$ cat src/rtl/pipeline_decode_queue.sv
// rtl/pipeline_decode_queue.sv - RV32/RV64 IM decode stage feeding a DEPTH-entry decoded-instruction queue
module pipeline_decode_queue #(
    parameter int          XLEN        = 64,
    parameter int          DEPTH       = 2,
    parameter logic [31:0] BUBBLE_WORD = 32'd90
) (
    input  logic                       clk,
    input  logic                       reset,
    input  logic                       in_valid,
    output logic                       in_ready,
    input  logic [31:0]                in_instr,
    input  logic [XLEN-1:0]            in_pc,
    input  logic                       flush,
    output logic                       out_valid,
    input  logic                       out_ready,
    output logic [XLEN-1:0]            out_pc,
    output logic [3:0]                 out_ex_opcode,
    output logic [2:0]                 out_branch,
    output logic [4:0]                 out_rs1,
    output logic [4:0]                 out_rs2,
    output logic [4:0]                 out_rd,
    output logic [XLEN-1:0]            out_imm,
    output logic                       out_imm_sel,
    output logic                       out_is_word,
    output logic [1:0]                 out_unsigned,
    output logic [2:0]                 out_mem_op,
    output logic [2:0]                 out_mem_size,
    output logic                       out_ecall,
    output logic                       out_illegal,
    output logic [$clog2(DEPTH+1)-1:0] occupancy
);
    localparam int CNT_W = $clog2(DEPTH + 1);
    localparam int PTR_W = (DEPTH > 1) ? $clog2(DEPTH) : 1;
    localparam bit RV64  = (XLEN == 64);

    typedef struct packed {
        logic [XLEN-1:0] pc;
        logic [3:0]      ex_opcode;
        logic [2:0]      branch;
        logic [4:0]      rs1;
        logic [4:0]      rs2;
        logic [4:0]      rd;
        logic [XLEN-1:0] imm;
        logic            imm_sel;
        logic            is_word;
        logic [1:0]      uns;
        logic [2:0]      mem_op;
        logic [2:0]      mem_size;
        logic            ecall;
        logic            illegal;
    } entry_t;

    logic [6:0]      opcode, funct7;
    logic [2:0]      funct3;
    logic [XLEN-1:0] imm_i, imm_s, imm_b, imm_j, imm_u, imm_sh, imm_shw;
    logic            shamt_ok, legal;
    entry_t          dec;

    assign opcode  = in_instr[6:0];
    assign funct3  = in_instr[14:12];
    assign funct7  = in_instr[31:25];
    assign imm_i   = XLEN'($signed(in_instr[31:20]));
    assign imm_s   = XLEN'($signed({in_instr[31:25], in_instr[11:7]}));
    assign imm_b   = XLEN'($signed({in_instr[31], in_instr[7], in_instr[30:25], in_instr[11:8], 1'b0}));
    assign imm_j   = XLEN'($signed({in_instr[31], in_instr[19:12], in_instr[20], in_instr[30:21], 1'b0}));
    assign imm_u   = XLEN'($signed({in_instr[31:12], 12'b0}));
    assign imm_sh  = RV64 ? XLEN'(in_instr[25:20]) : XLEN'(in_instr[24:20]);
    assign imm_shw = XLEN'(in_instr[24:20]);
    // shamt[5] only exists on RV64
    assign shamt_ok = RV64 || !in_instr[25];

    always_comb begin
        dec    = '0;
        legal  = 1'b1;
        dec.pc = in_pc;
        case (opcode)
            7'h37: begin dec.ex_opcode = 4'd15; dec.rd = in_instr[11:7]; dec.imm = imm_u; dec.imm_sel = 1'b1; dec.mem_op = 3'd3; end
            7'h17: begin dec.ex_opcode = 4'd14; dec.rd = in_instr[11:7]; dec.imm = imm_u; dec.imm_sel = 1'b1; dec.mem_op = 3'd3; end
            7'h6F: begin
                dec.ex_opcode = 4'd13; dec.branch = 3'd6; dec.rd = in_instr[11:7];
                dec.imm = imm_j; dec.imm_sel = 1'b1; dec.mem_op = 3'd3;
            end
            7'h67: begin
                dec.ex_opcode = 4'd13; dec.branch = 3'd7; dec.rd = in_instr[11:7]; dec.rs1 = in_instr[19:15];
                dec.imm = imm_i; dec.imm_sel = 1'b1; dec.mem_op = 3'd3;
                legal = (funct3 == 3'b000);
            end
            7'h63: begin
                dec.ex_opcode = 4'd2; dec.rs1 = in_instr[19:15]; dec.rs2 = in_instr[24:20]; dec.imm = imm_b;
                case (funct3)
                    3'b000: dec.branch = 3'd0;
                    3'b001: dec.branch = 3'd1;
                    3'b100: dec.branch = 3'd2;
                    3'b101: dec.branch = 3'd3;
                    3'b110: begin dec.branch = 3'd2; dec.uns = 2'd1; end
                    3'b111: begin dec.branch = 3'd3; dec.uns = 2'd1; end
                    default: legal = 1'b0;
                endcase
            end
            7'h03: begin
                dec.ex_opcode = 4'd1; dec.rd = in_instr[11:7]; dec.rs1 = in_instr[19:15]; dec.imm = imm_i;
                dec.imm_sel = 1'b1; dec.mem_op = 3'd1; dec.mem_size = funct3;
                legal = (funct3 != 3'b111) && (RV64 || (funct3 != 3'b011 && funct3 != 3'b110));
            end
            7'h23: begin
                dec.ex_opcode = 4'd1; dec.rs1 = in_instr[19:15]; dec.rs2 = in_instr[24:20]; dec.imm = imm_s;
                dec.imm_sel = 1'b1; dec.mem_op = 3'd2; dec.mem_size = funct3;
                legal = !funct3[2] && (RV64 || funct3 != 3'b011);
            end
            7'h13: begin
                dec.rd = in_instr[11:7]; dec.rs1 = in_instr[19:15]; dec.imm = imm_i; dec.imm_sel = 1'b1; dec.mem_op = 3'd3;
                case (funct3)
                    3'b000: dec.ex_opcode = 4'd1;
                    3'b010: dec.ex_opcode = 4'd12;
                    3'b011: begin dec.ex_opcode = 4'd12; dec.uns = 2'd1; end
                    3'b100: dec.ex_opcode = 4'd5;
                    3'b110: dec.ex_opcode = 4'd3;
                    3'b111: dec.ex_opcode = 4'd4;
                    3'b001: begin
                        dec.ex_opcode = 4'd10; dec.imm = imm_sh;
                        legal = (in_instr[31:26] == 6'b000000) && shamt_ok;
                    end
                    default: begin
                        dec.ex_opcode = 4'd11; dec.imm = imm_sh; dec.uns = {1'b0, !in_instr[30]};
                        legal = (in_instr[31:26] == 6'b000000 || in_instr[31:26] == 6'b010000) && shamt_ok;
                    end
                endcase
            end
            7'h1B: begin
                dec.rd = in_instr[11:7]; dec.rs1 = in_instr[19:15]; dec.imm_sel = 1'b1; dec.is_word = 1'b1; dec.mem_op = 3'd3;
                case (funct3)
                    3'b000: begin dec.ex_opcode = 4'd1; dec.imm = imm_i; legal = RV64; end
                    3'b001: begin dec.ex_opcode = 4'd10; dec.imm = imm_shw; legal = RV64 && funct7 == 7'h00; end
                    3'b101: begin
                        dec.ex_opcode = 4'd11; dec.imm = imm_shw; dec.uns = {1'b0, !in_instr[30]};
                        legal = RV64 && (funct7 == 7'h00 || funct7 == 7'h20);
                    end
                    default: legal = 1'b0;
                endcase
            end
            7'h33, 7'h3B: begin
                dec.rd = in_instr[11:7]; dec.rs1 = in_instr[19:15]; dec.rs2 = in_instr[24:20];
                dec.is_word = opcode[3]; dec.mem_op = 3'd3;
                case ({funct7, funct3})
                    {7'h00, 3'b000}: dec.ex_opcode = 4'd1;
                    {7'h20, 3'b000}: dec.ex_opcode = 4'd2;
                    {7'h00, 3'b001}: dec.ex_opcode = 4'd10;
                    {7'h00, 3'b010}: dec.ex_opcode = 4'd12;
                    {7'h00, 3'b011}: begin dec.ex_opcode = 4'd12; dec.uns = 2'd1; end
                    {7'h00, 3'b100}: dec.ex_opcode = 4'd5;
                    {7'h00, 3'b101}: begin dec.ex_opcode = 4'd11; dec.uns = 2'd1; end
                    {7'h20, 3'b101}: dec.ex_opcode = 4'd11;
                    {7'h00, 3'b110}: dec.ex_opcode = 4'd3;
                    {7'h00, 3'b111}: dec.ex_opcode = 4'd4;
                    {7'h01, 3'b000}: dec.ex_opcode = 4'd6;
                    {7'h01, 3'b001}: dec.ex_opcode = 4'd7;
                    {7'h01, 3'b010}: begin dec.ex_opcode = 4'd7; dec.uns = 2'd2; end
                    {7'h01, 3'b011}: begin dec.ex_opcode = 4'd7; dec.uns = 2'd1; end
                    {7'h01, 3'b100}: dec.ex_opcode = 4'd8;
                    {7'h01, 3'b101}: begin dec.ex_opcode = 4'd8; dec.uns = 2'd1; end
                    {7'h01, 3'b110}: dec.ex_opcode = 4'd9;
                    {7'h01, 3'b111}: begin dec.ex_opcode = 4'd9; dec.uns = 2'd1; end
                    default: legal = 1'b0;
                endcase
                // *W forms exist only for add/sub/shifts and the non-MULH M ops
                if (opcode[3]) begin
                    if (!RV64 || funct3 == 3'b010 || funct3 == 3'b011) legal = 1'b0;
                    else if (funct7 == 7'h01 && funct3 == 3'b001) legal = 1'b0;
                    else if (funct7 != 7'h01 && funct3[2] && funct3 != 3'b101) legal = 1'b0;
                end
            end
            7'h73: begin dec.ecall = 1'b1; dec.mem_op = 3'd4; legal = (in_instr == 32'h0000_0073); end
            7'h0F: begin dec.mem_op = 3'd4; legal = (funct3[2:1] == 2'b00); end
            default: legal = 1'b0;
        endcase
        if (!legal) begin
            dec         = '0;
            dec.pc      = in_pc;
            dec.illegal = 1'b1;
        end
    end

    entry_t             mem_q [DEPTH];
    entry_t             mem_d [DEPTH];
    logic [PTR_W-1:0]   wr_ptr_q, wr_ptr_d, rd_ptr_q, rd_ptr_d;
    logic [CNT_W-1:0]   count_q, count_d;
    logic               push, pop;
    entry_t             head;

    function automatic logic [PTR_W-1:0] ptr_inc(input logic [PTR_W-1:0] p);
        return (p == PTR_W'(DEPTH - 1)) ? '0 : p + PTR_W'(1);
    endfunction

    assign in_ready  = (count_q < CNT_W'(DEPTH)) || flush;
    assign out_valid = (count_q != '0);
    assign push      = in_valid && in_ready && !flush && (in_instr != BUBBLE_WORD);
    assign pop       = out_valid && out_ready;
    assign occupancy = count_q;

    always_comb begin
        wr_ptr_d = wr_ptr_q;
        rd_ptr_d = rd_ptr_q;
        count_d  = count_q;
        mem_d    = mem_q;
        if (flush) begin
            wr_ptr_d = '0;
            rd_ptr_d = '0;
            count_d  = '0;
        end else begin
            if (push) begin
                mem_d[wr_ptr_q] = dec;
                wr_ptr_d        = ptr_inc(wr_ptr_q);
            end
            if (pop) rd_ptr_d = ptr_inc(rd_ptr_q);
            if (push && !pop)      count_d = count_q + CNT_W'(1);
            else if (!push && pop) count_d = count_q - CNT_W'(1);
        end
    end

    always_ff @(posedge clk) begin
        if (reset) begin
            wr_ptr_q <= '0;
            rd_ptr_q <= '0;
            count_q  <= '0;
        end else begin
            wr_ptr_q <= wr_ptr_d;
            rd_ptr_q <= rd_ptr_d;
            count_q  <= count_d;
        end
        mem_q <= mem_d;
    end

    assign head = out_valid ? mem_q[rd_ptr_q] : '0;
    assign out_pc        = head.pc;
    assign out_ex_opcode = head.ex_opcode;
    assign out_branch    = head.branch;
    assign out_rs1       = head.rs1;
    assign out_rs2       = head.rs2;
    assign out_rd        = head.rd;
    assign out_imm       = head.imm;
    assign out_imm_sel   = head.imm_sel;
    assign out_is_word   = head.is_word;
    assign out_unsigned  = head.uns;
    assign out_mem_op    = head.mem_op;
    assign out_mem_size  = head.mem_size;
    assign out_ecall     = head.ecall;
    assign out_illegal   = head.illegal;
endmodule

$ cat config.mk
export PLATFORM = sky130hd
export DESIGN_NAME = pipeline_decode_queue
export DESIGN_NICKNAME = d
export VERILOG_FILES = /design/src/rtl/pipeline_decode_queue.sv
export SDC_FILE = /design/constraint.sdc
export NUM_CORES = 1
export LEC_CHECK = 0
export ABC_AREA = 0
export CAP_MARGIN = 20
export CORE_MARGIN = 2
export CORE_UTILIZATION = 46
export CTS_BUF_LIST = sky130_fd_sc_hd__clkbuf_8 sky130_fd_sc_hd__clkbuf_16
export CTS_CLUSTER_DIAMETER = 80
export DETAILED_ROUTE_END_ITERATION = 12
export PLACE_DENSITY = 0.77
export SYNTH_ARGS = -nofsm -noshare
export SYNTH_HDL_FRONTEND = slang
export SYNTH_SLANG_ARGS = --single-unit
$ cat constraint.sdc
create_clock -name clk -period 5.7 [get_ports clk]
set_input_delay 1.14 -clock clk [delete_from_list [all_inputs] [get_ports clk]]
set_output_delay 1.14 -clock clk [all_outputs]
set_load 0.01 [all_outputs]
==> run metrics, run 1 <==
HP Class reg2reg; EDFF count, synth 260; Synth area leaders edfxtp_1 (66%), mux2i_1 (11%), nor2_1 (4.5%); synthesized instance count 908; Non-Filler Instances 1473; Routed WL 29.2 mm; Clock Sinks 264; Final min period 4100 ps; post-synthesis register bit count 264; Multi-input gate area 3510 sq um; fillcell total 1910; Netlist cell types 58; top-count cell post-synth edfxtp_1; unrepaired setup endpoints after global routing false; Die X 165 um; Max Freq 0.244 GHz; Num CTS Buffers 26; drt drc 0; post-route ant nets 0; Post-synth top cells edfxtp_1 (260), nor2_1 (143), mux2i_1 (131), a21oi_1 (44), clkbuf_1 (40); CP Buf/Inv Count 2; Final nets 1227; Detail Placement HPWL 19.5 mm; peak fanout along the critical path 100; Synth top area share 65.6%; RD Place Congestion 0.885; LEAKAGE 4.73 nW; peak supply drop 204 uV; cell area after synthesis 11900 sq um; largest net degree at the start of global routing 101; CTS resizes 0; Starting Density 47.0%; Rel. slew slack 37.4%; slowest stage cell, crit path dfxtp_4; CTS root buffer clkbuf_16; Avg Inst Size Synth 13.1 sq um; gr usage total 20.6%; Critical Path AT 2960 ps; run status finished, final reports clean; area leader, netlist edfxtp_1; global-route wire length before repair 43.0 mm; Worst Path Required 4560 ps; pwr/cell area 287 nW/um^2; I/O pin count 267; Slew Limit Fails 0; Core Area 25300 sq um; Synth Flop Type edfxtp_1; wire per inst 19.8 um; CP endpoint kind output port; Ys Warns 0; CP Launch Type flip-flop; Worst-Margin Slew 932 ps; number of antenna diodes 0; grt ovf 0; Tcrit/Tclk final 71.9%; max_cap viols 0; I/O Buffers 266; Syn Nets 1010; row count 58; 1st-pass router iterations 5; CTS tree built; synth-to-layout area growth 30.7%; Clock Skew 16.6 ps; total number of vias 8017; final setup violation count 0; Post-synth ARST share 0%; Hold Fails Final Rpt 0; Crit Path Category reg2out; post-synthesis sequential area ratio 66.3%; number of instances in the placed design 1426; clock-pin slew on the worst setup and hold paths 60 ps; TNS Setup 0 ps; Via density 5.44; delay-heaviest family, CP buffers and inverters; initial antenna violation count 0; htree depth 1; die area 27200 sq um; clock latency at the later pin of the worst-skew pair 530 ps; Reg area 7890 sq um; ratio of cells with drive above 1 in the final layout 6.47%; CTS Hold Buffers Added 0; drt initial violations 719; critical path, cell by cell buf_12, mux2i_1, nor2_1, clkdlybuf4s50_1; post-CTS setup buffer count 0; Crit path largest cell delay 720 ps; vias in the first global route 7685; maximum clock insertion buffer count 3; Die Y 165 um
per-stage QoR:
step / cell area, sq um / hold slack [ps] / power [mW] / util, % / setup slack, ps
after floorplan: 11900 / 514 / 2.50 / - / 351
after global placement: 14700 / 529 / 2.78 / 57.9 / 1320
after detailed placement: 14700 / 551 / 2.79 / 57.9 / 1240
after CTS: 15500 / 591 / 4.51 / 61.4 / 1460
after global routing: 15600 / 625 / 4.61 / 61.4 / 1500
final: 15600 / 586 / 4.47 / 61.4 / 1600
worst min-delay path, delay by kind of cell (launching register included):
kind / cells / cell delay [ps]
AO/OA/AOI/OAI: 2 / 160
buffers and inverters: 1 / 80
flip-flops: 1 / 310
cells by family after synthesis:
family                     count (synthesis)  share of synthesized area (%)
muxes                                    131                           11.0
adders and majority gates                  1                          0.105
xor gates and xnor gates                   5                          0.368
DFF                                      264                           66.3
buffers and inverters                    109                           4.60
AOI/OAI and AO/OA                        133                           7.10
and+or+nand+nor                          265                           10.6
placed cells by master (no fill, tap or decap), types with 3 or more instances in the layout:
cell / n
mux2i_1: 131
nand3_1: 14
edfxtp_1: 260
nor2_1: 141
clkbuf_16: 26
a22oi_1: 27
a211oi_1: 10
nor3b_1: 3
a21o_1: 3
nand2b_1: 8
nor4_1: 6
xor2_1: 5
clkdlybuf4s50_1: 266
nand2_1: 36
a21oi_1: 44
nand3b_1: 3
nor3_1: 10
and3_1: 4
buf_4: 17
nand4_1: 3
nor2b_1: 5
inv_1: 15
o22ai_1: 3
and2_1: 9
or3_1: 4
o21ai_0: 22
bufinv_16: 4
clkinv_2: 7
o21bai_1: 3
dfxtp_1: 3
report_power, final:
part           total [mW]  switching (mW)  internal (mW)
clock network        1.73           0.700           1.03
logic               0.538           0.272          0.266
registers            2.21          0.0177           2.19
layer usage:
metal	share of wire, %	global-route usage [%]
met1	42	27.7
met2	49	34.7
met3	7.5	3.59
met4	2.3	5.73
met5	0	0
layout make-up:
cell class                 count  share of cell area [%]
sequential                   264                    50.7
multi-input combinational    535                    22.5
timing repair buffer         285                    18.2
clock buffer                  27                    4.27
tap                          330                    2.65
clock inverter                19                    1.33
inverter                      13                   0.330
sequential cells by signal (all words and copies together), names as in the netlist:
register,cells
mem_q,260
occupancy,2
rd_ptr_q,1
wr_ptr_q,1
worst paths after layout:
path / startpoint / slack (ps) / cells past startpoint / endpoint
max: rd_ptr_q / 1600 / 4 / out_imm[7]
min reg2reg: wr_ptr_q / 590 / 3 / wr_ptr_q
max reg2reg: occupancy[1] / 2820 / 3 / mem_q[17]
min: wr_ptr_q / 590 / 3 / wr_ptr_q
Power figures use the tool's default switching activity.
==> run 2, diff against run 1 <==
Settings changed: PLACE_DENSITY 0.77 to 0.74.
Clock period 5.7 ns to 3.83 ns, I/O delays scaled along.
==> run metrics, run 2 (synthesized netlist as in run 1, its figures left out) <==
Final min period 3270 ps; Final nets 1255 (was 1227); global-route wire length before repair 44.0 mm (was 43.0 mm); TNS Setup 0 ps (unchanged); Clock Sinks 264 (unchanged); run status finished, final reports clean (unchanged); clock-pin slew on the worst setup and hold paths 60 ps (about the same); RR Endpoint occupancy[1] (was mem_q[17]); peak fanout along the critical path 54 (was 100); Worst-Margin Slew 809 ps (was 932 ps); row count 58 (unchanged); CTS root buffer clkbuf_16 (unchanged); clock share of power 36.0% (was 38.6%); Routed WL 29.5 mm (was 29.2 mm); Critical Path AT 2500 ps (was 2960 ps); total number of vias 8173 (was 8017); vias in the first global route 7857 (was 7685); Core Area 25300 sq um (unchanged); Die X 165 um (unchanged); design area 15800 sq um (was 15600 sq um); post-route ant nets 0 (unchanged); RD Place Congestion 0.963 (was 0.885); 1st-pass router iterations 5 (unchanged); most frequent cells in the layout clkdlybuf4s50_1 (266), edfxtp_1 (260), nor2_1 (141) (unchanged); post-layout util 62.3% (was 61.4%); largest net degree at the start of global routing 85 (was 101); ratio of cells with drive above 1 in the final layout 8.10% (was 6.47%); wire per inst 19.6 um (was 19.8 um); Most flops, register mem_q (unchanged); Area after DPL 15000 sq um (was 14700 sq um); Tcrit/Tclk final 85.3%; max reg flops 260 (unchanged); grt ovf 0 (unchanged); fillcell total 1966 (was 1910); drt initial violations 719 (unchanged); I/O Buffers 266 (unchanged); Worst Reg-to-Reg Cells 7 (was 3); Seq pwr share 51.2% (was 49.4%); maximum clock insertion buffer count 3 (unchanged); CP endpoint kind output port (unchanged); Tot Pwr 6.42 mW (was 4.47 mW); Non-Filler Instances 1504 (was 1473); Clock Skew 15.0 ps (was 16.6 ps); I/O pin count 267 (unchanged); gr usage total 21.0% (was 20.6%); Fin Hold WS 611 ps (was 586 ps); Slew Limit Fails 0 (unchanged); initial antenna violation count 1 (was 0); CTS resizes 0 (unchanged); CTS tree built (unchanged); worst reg2reg path startpoint occupancy[1] (unchanged); synth-to-layout area growth 32.5% (was 30.7%); HP Class reg2reg (unchanged); final setup violation count 0 (unchanged); clock latency at the later pin of the worst-skew pair 540 ps (was 530 ps); Num CTS Buffers 27 (was 26); setup ws final 564 ps (was 1600 ps); LEAKAGE 4.88 nW (was 4.73 nW); peak supply drop 326 uV (was 204 uV); Max Freq 0.306 GHz; Starting Density 47.0% (unchanged); setup slack, reg-to-reg 1390 ps (was 2820 ps); Multi-input gate area 3520 sq um (was 3510 sq um); Hold Startpoint wr_ptr_q (unchanged); die area 27200 sq um (unchanged); post-CTS setup buffer count 0 (unchanged); unrepaired setup endpoints after global routing false (unchanged); CP Launch Type flip-flop (unchanged); Die Y 165 um (unchanged); drt drc 0 (unchanged); hold path cells 3 (unchanged); htree depth 1 (unchanged); Worst Path Required 3060 ps (was 4560 ps); Via density 5.43 (was 5.44); max_cap viols 0 (unchanged); Detail Placement HPWL 20.1 mm (was 19.5 mm); Placement Setup Slack 104 ps (was 1240 ps); Crit Path Category reg2out (unchanged); number of instances in the placed design 1454 (was 1426); reported net switching power 1.47 mW (was 0.990 mW); pwr/cell area 407 nW/um^2 (was 287 nW/um^2); Rel. slew slack 44.7% (was 37.4%); Worst Hold End wr_ptr_q (unchanged); commonest non-fill, non-tap cell in the layout clkdlybuf4s50_1 (unchanged); CTS Hold Buffers Added 0 (unchanged); Pint 4.95 mW (was 3.48 mW); Hold Fails Final Rpt 0 (unchanged); Reg area 7890 sq um (unchanged); Combinational Power Share 12.8% (was 12.0%); Net Sw Frac 22.9% (was 22.1%)
[run 2: cell count changes in the layout (fill, tap and decap cells not counted), moves of 3 or more]
cell,change
buf_12,+8
clkinv_1,+4
buf_4,+20
inv_1,+7
bufinv_16,-4
clkinv_2,-3
[run 2: critical path, stage by stage (launching register included)]
cell	delay, ps
dfxtp_4	660
buf_12	390
mux2i_1	150
nor2_1	140
clkdlybuf4s50_1	550
[run 2: power by group through the flow]
stage               registers [mW]  logic (mW)  clock network, mW
finish                        3.29       0.824               2.31
global route                  3.29       0.882               2.49
CTS                           3.29       0.830               2.37
detailed placement            3.35       0.826                  0
global placement              3.34       0.820                  0
floorplan                     3.34       0.374                  0
[run 2: final cells by class]
class                      instances  share of cell area [%]
timing repair buffer             312                    19.8
clock buffer                      27                    4.28
antenna                            1                  0.0159
clock inverter                    22                   0.690
inverter                          13                   0.333
multi-input combinational        535                    22.3
sequential                       264                    50.0
tap                              330                    2.62
[run 2: routing by layer]
| layer | track usage (%) | routed length [um] | vias up |
|---|---|---|---|
| li1 | - | - | 3833 |
| met1 | 27.9 | 12100 | 3958 |
| met2 | 35.5 | 14400 | 327 |
| met3 | 3.54 | 2150 | 55 |
| met4 | 6.01 | 797 | 0 |
| met5 | 0 | 0 | - |
[run 2: how the worst max path moves through the flow]
| stage | startpoint | end | slack [ps] | cells past startpoint |
|---|---|---|---|---|
| 6_report | rd_ptr_q | out_pc[24] | 560 | 4 |
| 5_1_grt | occupancy[1] | out_imm[46] | 430 | 5 |
| 4_1_cts | rd_ptr_q | out_rs1[4] | 500 | 4 |
| 3_5_place_dp | in_instr[26] | occupancy[1] | 100 | 8 |
| 3_3_place_gp | in_instr[26] | occupancy[1] | 130 | 8 |
| 2_1_floorplan | in_instr[27] | mem_q[162] | -690 | 5 |
